--- config.mk ---
export PLATFORM = sky130hd
export DESIGN_NAME = sha256_compress
export DESIGN_NICKNAME = d
export VERILOG_FILES = /design/src/rtl/sha256_pkg.sv /design/src/rtl/sha256_msg_sched.sv /design/src/rtl/sha256_compress.sv
export SDC_FILE = /design/constraint.sdc
export NUM_CORES = 2
export LEC_CHECK = 0
export CAP_MARGIN = 20
export CORE_UTILIZATION = 42
export DETAILED_ROUTE_END_ITERATION = 6
export PLACE_DENSITY_LB_ADDON = 0.1
export SYNTH_ARGS = -nofsm -noshare
export SYNTH_HDL_FRONTEND = slang
export SYNTH_SLANG_ARGS = --single-unit
export TNS_END_PERCENT = 20
--- constraint.sdc ---
create_clock -name i_clk -period 27.7 [get_ports i_clk]
set_input_delay 8.31 -clock i_clk [delete_from_list [all_inputs] [get_ports i_clk]]
set_output_delay 8.31 -clock i_clk [all_outputs]
set_load 0.02 [all_outputs]
--- src/rtl/sha256_pkg.sv ---
// Shared SHA-256 definitions: initial hash value, engine state encoding and the
// FIPS 180-4 bit functions used by the round logic and the message schedule.
package sha256_pkg;

    localparam logic [255:0] SHA256_IV = {
        32'h6a09e667, 32'hbb67ae85, 32'h3c6ef372, 32'ha54ff53a,
        32'h510e527f, 32'h9b05688c, 32'h1f83d9ab, 32'h5be0cd19
    };

    typedef enum logic [1:0] {
        ST_IDLE  = 2'd0,
        ST_ROUND = 2'd1,
        ST_FINAL = 2'd2,
        ST_DONE  = 2'd3
    } sha_state_t;

    function automatic logic [31:0] rotr(input logic [31:0] x, input int unsigned n);
        return (x >> n) | (x << (32 - n));
    endfunction

    function automatic logic [31:0] ch(input logic [31:0] e, f, g);
        return (e & f) ^ (~e & g);
    endfunction

    function automatic logic [31:0] maj(input logic [31:0] a, b, c);
        return (a & b) ^ (a & c) ^ (b & c);
    endfunction

    function automatic logic [31:0] big_sigma0(input logic [31:0] x);
        return rotr(x, 2) ^ rotr(x, 13) ^ rotr(x, 22);
    endfunction

    function automatic logic [31:0] big_sigma1(input logic [31:0] x);
        return rotr(x, 6) ^ rotr(x, 11) ^ rotr(x, 25);
    endfunction

    function automatic logic [31:0] small_sigma0(input logic [31:0] x);
        return rotr(x, 7) ^ rotr(x, 18) ^ (x >> 3);
    endfunction

    function automatic logic [31:0] small_sigma1(input logic [31:0] x);
        return rotr(x, 17) ^ rotr(x, 19) ^ (x >> 10);
    endfunction

endpackage

--- src/rtl/sha256_msg_sched.sv ---
// SHA-256 message schedule: 16-word shift register, W[0] is the word consumed
// by the current round and the newly expanded word enters at W[15].
module sha256_msg_sched
    import sha256_pkg::*;
(
    input  logic         i_clk,
    input  logic         i_rst_n,
    input  logic         i_load,
    input  logic         i_shift,
    input  logic [511:0] i_block,
    output logic [31:0]  o_w0
);

    logic [31:0] w_q [16];
    logic [31:0] w_new;

    assign w_new = small_sigma1(w_q[14]) + w_q[9] + small_sigma0(w_q[1]) + w_q[0];
    assign o_w0  = w_q[0];

    always_ff @(posedge i_clk) begin
        if (!i_rst_n) begin
            for (int i = 0; i < 16; i++) w_q[i] <= '0;
        end else if (i_load) begin
            for (int i = 0; i < 16; i++) w_q[i] <= i_block[511-32*i -: 32];
        end else if (i_shift) begin
            for (int i = 0; i < 15; i++) w_q[i] <= w_q[i+1];
            w_q[15] <= w_new;
        end
    end

endmodule

--- src/rtl/sha256_compress.sv ---
// Iterative SHA-256 compression, one round per clock, K supplied externally.
// Define SHA256_CHAIN_EN to add i_first and chain multi-block messages from o_digest.
module sha256_compress
    import sha256_pkg::*;
(
    input  logic         i_clk,
    input  logic         i_rst_n,
    input  logic         i_valid,
    output logic         o_ready,
    input  logic [511:0] i_block,
`ifdef SHA256_CHAIN_EN
    input  logic         i_first,
`endif
    output logic [5:0]   o_coef_num,
    input  logic [31:0]  i_coef_value,
    output logic         o_valid,
    input  logic         i_ready,
    output logic [255:0] o_digest,
    output logic [1:0]   o_dbg_state
);

    // Input side: block accepted on i_valid && o_ready. Output side: digest
    // held with o_valid until an edge with i_ready high retires it.
    sha_state_t   state_q;
    logic [5:0]   cnt_q;
    logic         valid_q;
    logic [255:0] digest_q;
    logic [31:0]  v_q [8];
    logic [31:0]  v_d [8];
    logic [31:0]  h_init_q [8];
    logic [31:0]  h_init_d [8];
    logic [255:0] digest_d;
    logic [255:0] init_src;
    logic [31:0]  w0;
    logic [31:0]  t1;
    logic [31:0]  t2;
    logic         accept;

    assign o_ready     = (state_q == ST_IDLE);
    assign accept      = i_valid && o_ready;
    assign o_coef_num  = (state_q == ST_ROUND) ? cnt_q : 6'd0;
    assign o_valid     = valid_q;
    assign o_digest    = digest_q;
    assign o_dbg_state = state_q;

`ifdef SHA256_CHAIN_EN
    assign init_src = i_first ? SHA256_IV : digest_q;
`else
    assign init_src = SHA256_IV;
`endif

    sha256_msg_sched u_sched (
        .i_clk   (i_clk),
        .i_rst_n (i_rst_n),
        .i_load  (accept),
        .i_shift (state_q == ST_ROUND),
        .i_block (i_block),
        .o_w0    (w0)
    );

    // v_q[0..7] hold a..h
    always_comb begin
        t1 = v_q[7] + big_sigma1(v_q[4]) + ch(v_q[4], v_q[5], v_q[6]) + i_coef_value + w0;
        t2 = big_sigma0(v_q[0]) + maj(v_q[0], v_q[1], v_q[2]);
        v_d[0] = t1 + t2;
        v_d[1] = v_q[0];
        v_d[2] = v_q[1];
        v_d[3] = v_q[2];
        v_d[4] = v_q[3] + t1;
        v_d[5] = v_q[4];
        v_d[6] = v_q[5];
        v_d[7] = v_q[6];
        digest_d = '0;
        for (int i = 0; i < 8; i++) begin
            h_init_d[i] = init_src[255-32*i -: 32];
            digest_d[255-32*i -: 32] = h_init_q[i] + v_q[i];
        end
    end

    always_ff @(posedge i_clk) begin
        if (!i_rst_n) begin
            state_q  <= ST_IDLE;
            cnt_q    <= '0;
            valid_q  <= 1'b0;
            digest_q <= '0;
            for (int i = 0; i < 8; i++) begin
                v_q[i]      <= '0;
                h_init_q[i] <= '0;
            end
        end else begin
            case (state_q)
                ST_IDLE: begin
                    if (i_valid) begin
                        v_q      <= h_init_d;
                        h_init_q <= h_init_d;
                        cnt_q    <= '0;
                        state_q  <= ST_ROUND;
                    end
                end
                ST_ROUND: begin
                    v_q   <= v_d;
                    cnt_q <= cnt_q + 6'd1;
                    if (cnt_q == 6'd63) state_q <= ST_FINAL;
                end
                ST_FINAL: begin
                    digest_q <= digest_d;
                    valid_q  <= 1'b1;
                    state_q  <= ST_DONE;
                end
                ST_DONE: begin
                    if (i_ready) begin
                        valid_q <= 1'b0;
                        state_q <= ST_IDLE;
                    end
                end
                default: state_q <= ST_IDLE;
            endcase
        end
    end

endmodule

-- Word-level counts from Yosys, hierarchy flattened
Memories as Yosys holds them, arrays and structs flattened.
Index checks and enable logic that the tools add are counted.
- bits in registers: 525
- memory bits (writable): 512
- bits of input ports: 548
- output and inout bits: 266
- memories kept: 1
- memories (name ; depth ; width ; read ports ; clocked after memory_dff ; wr ports ; line ; source):
    u_sched.w_q ; 16 ; 32 ; 16 ; 0 ; 16 ; sha256_msg_sched.sv:14 ; logic [31:0] w_q [16];
- $add $sub $neg: 19
- eq/ne operators: 7
- multiplexer cells: 51
- bitwise gates (word level): 59
- reduce and logical (&&, ||, !) cells: 8
- operators with widths (operator ; count):
    $mux 32 ; 32
    $pmux 256 s2 ; 1
    $add 32x32->32 ; 13
    $xor 32x32->32 ; 9
    $mux 256 ; 1
    $and 32x32->32 ; 5
    $add 31x32->32 ; 3
    $add 29x32->32 ; 1
    $add 30x32->32 ; 1
    $not 32->32 ; 1
    $or 1x1->1 ; 32
    $or 10x32->32 ; 1
    $or 13x32->32 ; 1
    $or 14x32->32 ; 1
    $or 15x32->32 ; 1
    $or 19x32->32 ; 1
    $or 21x32->32 ; 1
    $or 25x32->32 ; 1
    $or 26x32->32 ; 1
    $or 30x32->32 ; 1
    $or 7x32->32 ; 1
    $xor 32x22->32 ; 1
    $xor 32x29->32 ; 1
    $mux 6 ; 2
    other kinds (15) ; 31

-- Logic depth before layout (Yosys ltp)
- word-level depth: 9
- mapped depth: 32
- mapped depth without buffers: 31

-- Hierarchy
From an unflattened synthesis, not the netlist that was laid out.
- cell total of the unflattened synthesis: 5801
- area total of the unflattened synthesis: 59428.2 sq um
- modules (own cells, without submodules) (module ; times used ; cells an instance ; area each (sq um)):
    sha256_compress ; 1 ; 4022 ; 34513.1
    sha256_msg_sched ; 1 ; 1779 ; 24915.1

-- Worst setup path before layout
Ideal clock, no wire load.
- path kind: input-to-reg
- start: input port i_rst_n
- end: memory u_sched.w_q[0][0], enable pin
- library setup time: 1.959 ns
- arrival time: 13.145 ns
- setup slack: 12.596 ns
- stages on the path: 5
- buffers on the path: 2
- cells stage by stage: clkbuf_1 inv_1 buf_6 nor2_1 nand2_1
- RTL lines (element ; line ; source):
    start: declaration ; sha256_compress.sv:7 ; input logic i_rst_n,
    end: declaration ; sha256_msg_sched.sv:14 ;

-- Worst setup path in the final report
- start: input port i_coef_value[2]
- end: register v_q (netlist bit v_d[221])
- cells in the longest elaborated chain, start to end: 4
- RTL lines (element ; line ; source):
    start: declaration ; sha256_compress.sv:15 ; input logic [31:0] i_coef_value,
    $add 32x32->32 (2 in series) ; sha256_compress.sv:63 ; t1 = v_q[7] + big_sigma1(v_q[4]) + ch(v_q[4], v_q[5], v_q[6]) + i_coef_value + w0;
    $add 32x32->32 ; sha256_compress.sv:65 ; v_d[0] = t1 + t2;
    $pmux 256 s2 ; sha256_compress.sv:91 ; case (state_q)
    end signal: assignment ; sha256_compress.sv:94 ; v_q <= h_init_d;
    end signal: assignment ; sha256_compress.sv:101 ; v_q <= v_d;
    end: declaration ; sha256_compress.sv:28 ; logic [31:0] v_q [8];
No other way between the ends.
A chain may end at the register's enable or synchronous reset.

==> metrics <==
Max-slew headroom=20.8%; Synth Area per Inst=9.61 sq um; clk_lat worst skew=0.77 ns; initial antenna violation count=48; Core Box Area=144000 sq um; crit path kind=primary input to flip-flop; drt drc=55; Clock Skews=0.0437 ns; root buffer cell=clkbuf_16; Sink Count=1034; site row count=139; FF+latch count, synth=1034; Crit. End Element=flip-flop; crit start category=primary input; cell mode on critical path=inv_1; Post-synth EDFFs=512; vias per inst=5.59; area share of the largest cell type after synthesis=25.1%; CP max FO=4; synthesized cell area=61200 sq um; count leader, synth=nor2_1; total CTS buffers=116; post-synthesis sequential area ratio=42.2%; DRT antenna net count=0; TritonCTS clock tree=done; Routed WL per cell=26.7 microns; most frequent cells after synthesis=nor2_1, nand2_1, dfxtp_1; area grow syn2layout=22.3%; Syn Inst Count=6364; Final Wtd Congestion=0.933; vias=50200; Slew @ Worst Pin=1.18 ns; fin crit period=15.07 ns; Final Max Slew Viols=0; post-cts sizing count=0; filler instances=13400; Die ar.=147000 sq um; Clock Path Buffers=3; Final period util=54.4%; clock slew at reported path FFs=0.06 ns; Setup Viol. Count Final=0; maxcap violations=0; YS warnings=0; syn_nets=7370; first-pass GRT wire length=340000 microns; I/O pins=814; Worst R2R Start=v_d[76]; largest net degree at the start of global routing=206; Remaining Overflow, GRT=0; Unique masters post-synth=104; worst hold start=o_digest[124]; nets=7969; port bufs=813; number of global-route vias before repair=48300; First-pass DRT Iterations=7; Hold Vio Cnt, Final=0; Starting Density=42.5%; dpl hpwl=183000 microns; failing checks=DRC; share of async-settable or async-resettable flops after synthesis=0%; HP Class=flip-flop to flip-flop; chip width=384 microns; Tot GR Track Use=31.7%; main flop type after synthesis=dfxtp_1; die height=384 microns; final wirelength=240000 microns; Hold Slack=0.452 ns; Slowest cell on crit path=fa_1; post-CTS setup buffers=0; RSZ-0062 raised after global routing=false; CP Launch Point=i_coef_value[2]; placed inst area=70800 sq um; Fmax achieved=66.4 MHz; outcome=finished with violations; top cells by area, synth=edfxtp_1, dfxtp_1, fa_1; critical path required time=28.37 ns; CP arrival=15.74 ns; design area=74800 sq um; H-Tree Depth=3; layout cell share with drive strength beyond 1=5.01%; Worst path max stage delay=0.54 ns; cell taking the most area after synthesis=edfxtp_1; Final TNS setup=0 ns; Post-CTS Hold Buffers=0; Iteration-0 DRC Markers=4329
-- flip-flops by register name, summed over array words and instances (netlist names) --
name,flops
cnt_q,6
h_init_q,1
o_dbg_state,2
o_digest,256
o_valid,1
u_sched.w_q,512
v_d,192
v_q,64
-- metal layers --
layer / part of all wire [%] / vias to the layer above / wire [microns] / global-route usage (%)
met4: 3.6 / 64 / 8610 / 11.0
met2: 49 / 1701 / 117000 / 53.7
li1: - / 23500 / - / -
met1: 41 / 24600 / 98500 / 40.2
met3: 6.5 / 367 / 15700 / 6.20
met5: 0.18 / - / 432 / 0
-- cells by family (layout without fill, tap and decap cells) --
kind of cell             Yosys count  in the layout  synth area share [%]
XOR/XNOR                         559            559                  8.03
AO/OA/AOI/OAI                   1568           1568                  16.7
multiplexers                     291            291                  4.81
AND/OR/NAND/NOR                 1694           1694                  11.7
other                              0             14                     0
buffers and inverters            758           1457                  4.78
flip-flops                      1034           1034                  42.2
adder cells (fa/ha/maj)          460            460                  11.7
-- critical path, delay by kind of cell --
family / cells / cell delay (ns)
compound gates: 13 / 3.14
buf+inv: 6 / 0.73
fa+ha+maj: 6 / 2.65
xor+xnor: 1 / 0.19
simple gates: 4 / 0.70
-- through the flow --
step,cells,setup slack (ns),utilization (%)
2_1_floorplan,6364,12.60,-
3_3_place_gp,8748,11.97,49.1
3_5_place_dp,8748,11.98,49.1
4_1_cts,8966,12.75,51.9
5_1_grt,8977,12.29,51.9
6_report,8980,12.63,51.9
-- final timing paths --
| path | to | slack (ns) | cells past startpoint |
|---|---|---|---|
| max | v_d[221] | 12.63 | 30 |
| min | o_digest[124] | 0.45 | 2 |
| max reg2reg | v_d[218] | 19.39 | 26 |
| min reg2reg | o_digest[124] | 0.45 | 2 |
-- cell usage in the layout, fill, tap and decap left out, drive strengths merged, types with 39 or more instances in the layout --
master	n
a31oi	40
nand3	61
xor2	216
nor2	687
clkinv	45
a22oi	103
fa	191
a211oi	101
nand2	665
dfxtp	522
nand4	39
clkdlybuf4s50	812
o21ai	267
edfxtp	512
o22ai	96
mux2i	268
nor3	48
buf	63
inv	370
a22o	102
clkbuf	145
a21oi	490
a21o	133
ha	267
xnor2	342
-- layout make-up --
class                      count  area (sq um)  area share (%)
antenna                       14          35.0          0.0468
clock inverter                73           813            1.09
inverter                     364          1370            1.84
tap                         1903          2380            3.18
clock buffer                 145          3180            4.26
multi-input combinational   4572         32500            43.5
sequential                  1034         25800            34.5
timing repair buffer         875          8650            11.6
Power is not shown: default switching activity piles up to over one toggle a cycle in this logic, so the estimate is an artifact.
